--- config.mk ---
export PLATFORM = sky130hd
export DESIGN_NAME = branch_pc_unit
export DESIGN_NICKNAME = d
export VERILOG_FILES = /design/src/rtl/branch_pc_unit.sv
export SDC_FILE = /design/constraint.sdc
export NUM_CORES = 1
export LEC_CHECK = 0
export CAP_MARGIN = 20
export CORE_ASPECT_RATIO = 0.7
export CORE_MARGIN = 2
export CORE_UTILIZATION = 35
export DETAILED_ROUTE_END_ITERATION = 16
export PLACE_DENSITY = 0.74
export SKIP_LAST_GASP = 1
export SLEW_MARGIN = 5
export SYNTH_ARGS = -nofsm -noshare
export SYNTH_HDL_FRONTEND = slang
export SYNTH_SLANG_ARGS = --single-unit
export TNS_END_PERCENT = 100
--- constraint.sdc ---
create_clock -name Clk -period 2.59 [get_ports Clk]
set_clock_uncertainty 0.1 [all_clocks]
set_input_delay 0.777 -clock Clk [delete_from_list [all_inputs] [get_ports Clk]]
set_output_delay 0.777 -clock Clk [all_outputs]
set_load 0.02 [all_outputs]
--- src/rtl/branch_pc_unit.sv ---
// branch_pc_unit: registered fetch PC with relative/absolute/call/return branching and a circular return-address stack.
module branch_pc_unit #(
  parameter int ADDR_W = 8,
  parameter int DATA_W = 32,
  parameter int RAS_DEPTH = 4,
  parameter logic [ADDR_W-1:0] RESET_PC = '0
) (
  input  logic                         Clk,
  input  logic                         Reset,
  input  logic                         Stall,
  input  logic                         BranchValid,
  input  logic [1:0]                   BranchOp,
  input  logic                         Taken,
  input  logic [DATA_W-1:0]            RegValue,
  input  logic [DATA_W-1:0]            ImmExt,
  output logic [ADDR_W-1:0]            PC,
  output logic                         Redirect,
  output logic [$clog2(RAS_DEPTH):0]   RasDepth,
  output logic                         StackOverflow,
  output logic                         StackUnderflow
);
  localparam int PTR_W = $clog2(RAS_DEPTH);
  logic [ADDR_W-1:0] ras [RAS_DEPTH];
  logic [PTR_W-1:0] wrPtr;
  logic [ADDR_W-1:0] pcSeq, retPc, nextPc;
  logic [DATA_W-1:0] relSum;
  logic takenBr, isCall, isRet, rasEmpty, rasFull, doPop, redirectNext;
  logic unusedBits;
  always_comb begin
    takenBr = BranchValid && Taken && !Stall;
    isCall = takenBr && BranchOp == 2'b10;
    isRet = takenBr && BranchOp == 2'b11;
    rasEmpty = RasDepth == '0;
    rasFull = RasDepth == (PTR_W + 1)'(RAS_DEPTH);
    doPop = isRet && !rasEmpty;
    pcSeq = PC + ADDR_W'(1);
    relSum = DATA_W'(PC) + ImmExt;
    retPc = ras[wrPtr - PTR_W'(1)];
    redirectNext = takenBr && !(isRet && rasEmpty);
    nextPc = !redirectNext ? pcSeq :
             BranchOp == 2'b01 ? RegValue[ADDR_W-1:0] :
             BranchOp == 2'b11 ? retPc : relSum[ADDR_W-1:0];
    unusedBits = ^{RegValue, relSum};
  end
  always_ff @(posedge Clk or posedge Reset) begin
    if (Reset) begin
      PC <= RESET_PC;
      Redirect <= 1'b0;
      RasDepth <= '0;
      wrPtr <= '0;
      StackOverflow <= 1'b0;
      StackUnderflow <= 1'b0;
    end else begin
      PC <= Stall ? PC : nextPc;
      Redirect <= redirectNext;
      // A full stack keeps its depth; the push wraps over the oldest entry.
      if (isCall && !rasFull) RasDepth <= RasDepth + 1'b1;
      if (doPop) RasDepth <= RasDepth - 1'b1;
      if (isCall) wrPtr <= wrPtr + PTR_W'(1);
      if (doPop) wrPtr <= wrPtr - PTR_W'(1);
      if (isCall && rasFull) StackOverflow <= 1'b1;
      if (isRet && rasEmpty) StackUnderflow <= 1'b1;
    end
  end
  always_ff @(posedge Clk) begin
    if (isCall) ras[wrPtr] <= pcSeq;
  end
endmodule

### After elaboration in Yosys (flattened, before gate mapping)

Memory sizes are Yosys's and may differ from the RTL's.
Index checks and enable logic that the tools add are counted.

| storage, ports and cells | value |
|---|---|
| input bits | 71 |
| flip-flop bits (word level) | 16 |
| output and inout bits | 14 |
| logic and storage cells | 42 |
| memory bits (writable) | 32 |
| memories kept | 1 |

| operators by class | value |
|---|---|
| equality and inequality tests | 4 |
| add/subtract/negate cells | 6 |
| reduce and logical (&&, ||, !) cells | 16 |
| mux-type cells | 9 |

Memory list:

| memory | depth | bits a word | rd ports | clocked after Yosys merged registers in | write ports | line | text |
|---|---|---|---|---|---|---|---|
| ras | 4 | 8 | 1 | 0 | 1 | 23 | `logic [ADDR_W-1:0] ras [RAS_DEPTH];` |

Operators by type and width:

| kind | number |
|---|---|
| two-way mux 8 bit | 3 |
| logical AND 1 bit | 9 |
| adder 8 x 1 -> 8 bit (second input constant) | 1 |
| adder 8 bit | 1 |
| two-way mux 3 bit | 2 |
| equality test 2 bit (second input constant) | 2 |
| logical NOT 1 bit | 4 |
| two-way mux 2 bit | 2 |
| nonzero test 2 bit | 2 |
| adder 3 x 1 -> 3 bit (second input constant) | 1 |
| equality test 3 bit (second input constant) | 1 |
| logical NOT 3 bit | 1 |
| subtractor 3 x 1 -> 3 bit (second input constant) | 1 |
| adder 2 x 1 -> 2 bit (second input constant) | 1 |
| equality test 2 x 1 -> 1 bit (second input constant) | 1 |
| two-way mux 1 bit | 2 |
| subtractor 2 x 1 -> 2 bit (second input constant) | 1 |

### Depth between registers and ports, before layout

Gate-level depths: netlist (run 1).

| depth | value |
|---|---|
| word-level depth | 7 |
| depth in mapped cells | 10 |
| gate-level depth less buffers | 9 |

### Least setup slack after synthesis (run 1)

No wires, ideal clock.

| path | value |
|---|---|
| path kind | input-to-reg |
| from | in ImmExt[0] |
| to | reg PC[6] |
| data required time | 2.357 ns |
| library setup time | 0.133 ns |
| stages | 9 |
| arrival time | 2.202 ns |
| buffers on the path | 0 |
| slack | 0.154 ns |
| path through | ha_1 inv_1 fa_1 nor2b_1 o31a_1 o21a_1 or3_1 a31oi_1 o21ai_0 |

| on the way | value |
|---|---|
| longest elaborated chain between the ends | 4 |

Ends and longest elaborated chain:

| element | line | text |
|---|---|---|
| from (decl) | 15 | `input logic [DATA_W-1:0] ImmExt,` |
| adder 8 bit | 37 | `relSum = DATA_W'(PC) + ImmExt;` |
| two-way mux 8 bit | 42 | `BranchOp == 2'b11 ? retPc : relSum[ADDR_W-1:0];` |
| two-way mux 8 bit | 41 | `BranchOp == 2'b01 ? RegValue[ADDR_W-1:0] :` |
| two-way mux 8 bit | 40 | `nextPc = !redirectNext ? pcSeq :` |
| to (signal assigned) | 54 | `PC <= Stall ? PC : nextPc;` |
| to (decl) | 16 | `output logic [ADDR_W-1:0] PC,` |

No other way between the ends.
A chain may end at the register's enable or synchronous reset.

### Final worst setup path (run 1)

| path | value |
|---|---|
| from | in ImmExt[3] |
| to | reg PC[6] |

Same word-level chain as after synthesis.

==> results.toml, run 1 <==
[cells_and_area]
multi_input_area_um2 = 1214
layout_common_cells = "clkdlybuf4s50_1 (32), edfxtp_1 (32), buf_4 (27)"
nFillCells = 658
diodes = 0
area_growth_pct = 28.11
fin_area_um2 = 3410
drive_gt1_share_pct = 19.65
register_area_um2 = 1361
finalNetCount = 369

[sta]
setup_ws_ps = 83.49
tns_ps = 0
period_minus_slack_ps = 2507
slew_headroom_pct = 52.77
min_period_over_period_pct = 96.78
max_freq_ghz = 0.3990
setup_viol = 0
rsz0062_at_grt = "no"
hold_viol = 0
slew_violations = 0
max_slew.worst_pin.slew_ps = 707.6

[floorplanning]
pin_count = 85
die_height_um = 76.96
die_area_um2 = 8328
fp-row-count = 26
core_um2 = 7320
start_util_pct = 36.36
die_x_um = 108.2

[clocking]
clockBufferDepth = 2
htree_levels = 2
clk_pin_slew_ps = 80
cts_made_buffers = 5
clock_latency_ps = 300
root_buffer = "clkbuf_8"
cts_tree = "yes"
clock-sinks = 48
hold_buffers = 0

[yosys]
yosys_most_used_dff = "edfxtp_1"
yosysSeqAreaShare_pct = 51.15
syn_nets = 305
synth_cell_type_count = 52
yosysTopAreaCellShare_pct = 36.11
synth_area_leaders = "edfxtp_1 (36%), dfrtp_1 (15%), mux4_2 (6.8%)"
synth_cells = 220
synth.cell_area_um2 = 2661
synth-edff-count = 32
synth_seq_cells = 48
async_reset_ff_share_pct = 33.33
syn_area_per_cell_um2 = 12.10
yosys.area.top_type = "edfxtp_1"
ys_warn_count = 0

[worst_setup_path]
path_cells = "clkdlybuf4s50_1 -> ha_1 -> o21a_1 -> o31a_1 -> o21a_1 -> or3_1 -> a31oi_1 -> o21ai_1"
arrival_ps = 2580
crit_type = "input pin to flip-flop"
startpoint_type = "input pin"
cpPeakStageDelay_ps = 400
cp.required_ps = 2670
crit_top_cell = "o21a_1"
r2r-start = "PC[2]"
rr_worst_depth = 7
crit_fanout = 2
slowest_stage = "clkdlybuf4s50_1"
end_kind = "flip-flop"
cp-startpoint = "ImmExt[3]"

[pwr]
comb_power_share_pct = 49.3
sequentialPowerShare_pct = 36.5
p_per_area_nw_per_um2 = 963.2
clkPwrFrac_pct = 14.2
ir_drop_mv = 0.5756
switching_share_pct = 37.96
p_sw_w = 0.001247
p_leak_nw = 1.365
power.total_w = 0.003284
power.internal_w = 0.002037

[global_route]
grt_max_degree = 17
gr-total-overflow = 0
grt_pass1_vias = 1988
gr-usage-all-layers_pct = 15.90
antenna_found_initial = 0
grt_pass1_wl_um = 10100

[hold_path]
hold_path.class = "flip-flop to flip-flop"
hp-start = "StackUnderflow"
min_path_cells = 1

[outcome]
status = "completed"

[place]
dp_hpwl_um = 4594
dp_slack_ps = -434.1
gp_congestion = 0.8713
place_area_um2 = 3287
portBuffers = 36

[run]
cap_violations = 0

[route]
first_iter_violations = 146
avgViaCountPerCell = 5.138
drc = 0
num_vias = 1968
wl_per_cell_um = 16.14
drt_first_pass_iters = 4
detail-route-antenna-nets = 0
routed_wl_um = 6180
==> final cells by class <==
class	count	area share, %
Clock buffer	7	2.532
Tap cell	98	3.596
Sequential cell	48	39.93
Multi-Input combinational cell	153	35.60
Inverter	13	1.505
Clock inverter	1	0.2569
Timing Repair Buffer	63	16.59
==> path summary, 6_finish.rpt <==
path | end | slack, ps
max in group asynchronous | PC[6] | 1150
min in group asynchronous | PC[3] | 780
hold / removal | StackUnderflow | 380
hold reg to reg | StackUnderflow | 380
setup reg to reg | PC[6] | 340
setup / recovery | PC[6] | 80
==> worst max-delay path: cells and delay by family <==
kind	cells	cell delay [ps]
AND/OR/NAND/NOR	1	300
adder cells (fa/ha/maj)	1	310
buffers and inverters	1	400
AO/OA/AOI/OAI	5	800
==> sequential cells by signal, summed over array words and instances, names as in the netlist <==
signal	count
ras	32
wrPtr	2
RasDepth	3
StackUnderflow	1
PC	8
StackOverflow	1
Redirect	1
==> power by group through the flow <==
| stage | Sequential [W] | Clock [W] | Combinational (W) |
|---|---|---|---|
| after detailed placement | 0.00121 | 0 | 0.00160 |
| after CTS | 0.00120 | 0.000477 | 0.00162 |
| final | 0.00120 | 0.000468 | 0.00162 |
| after global placement | 0.00121 | 0 | 0.00155 |
| after floorplan | 0.00129 | 0 | 0.000932 |
| after global routing | 0.00122 | 0.000506 | 0.00178 |
==> per-layer routing <==
layer	global-route usage [%]	up-vias	wire length [um]
met4	3.590	0	33
li1	-	957	-
met1	23.51	944	3019
met3	3.401	4	463
met5	0	-	0
met2	23.90	63	2663
==> through the flow <==
stage / utilization (%) / hold WS (ps) / instances
2_1_floorplan: - / 465.4 / 220
3_3_place_gp: 44.91 / 361.3 / 373
3_5_place_dp: 44.91 / 360.4 / 373
4_1_cts: 46.51 / 384.1 / 383
5_1_grt: 46.58 / 399.7 / 383
6_report: 46.58 / 383.5 / 383
==> kinds of logic after synthesis <==
kind of cell               after synthesis  synth area share (%)
muxes                                   15                 9.450
and+or+nand+nor                         61                 12.13
AOI/OAI and AO/OA                       54                 13.54
xor gates and xnor gates                 9                 2.962
adders and majority gates               14                 7.146
buffers and inverters                   19                 3.620
DFF                                     48                 51.15
==> cell usage after synthesis, drive strengths merged (5+ instances only) <==
library cell	number
mux4	8
ha	12
a21oi	12
nor2	16
and3	5
dfrtp	16
inv	12
o21ai	18
mux2i	6
edfxtp	32
nor3	5
nand3	9
nand2	12
xnor2	6
==> what timing repair did <==
action	in CTS	in global routing
setup endpoints to repair	3	2
gates resized for setup	7	3
pin swaps	7	3
setup buffers	2	0
(Power assumes the default switching activity.)
==> run 2, diff against run 1 <==
--- a/config.mk
+++ b/config.mk
@@ -12,7 +12,7 @@
 export DETAILED_ROUTE_END_ITERATION = 16
 export PLACE_DENSITY = 0.74
 export SKIP_LAST_GASP = 1
-export SLEW_MARGIN = 5
+export SLEW_MARGIN = 40
 export SYNTH_ARGS = -nofsm -noshare
 export SYNTH_HDL_FRONTEND = slang
 export SYNTH_SLANG_ARGS = --single-unit
==> results of run 2 <==
Same layout as run 1: the final DEF is identical, and so are final timing and power.
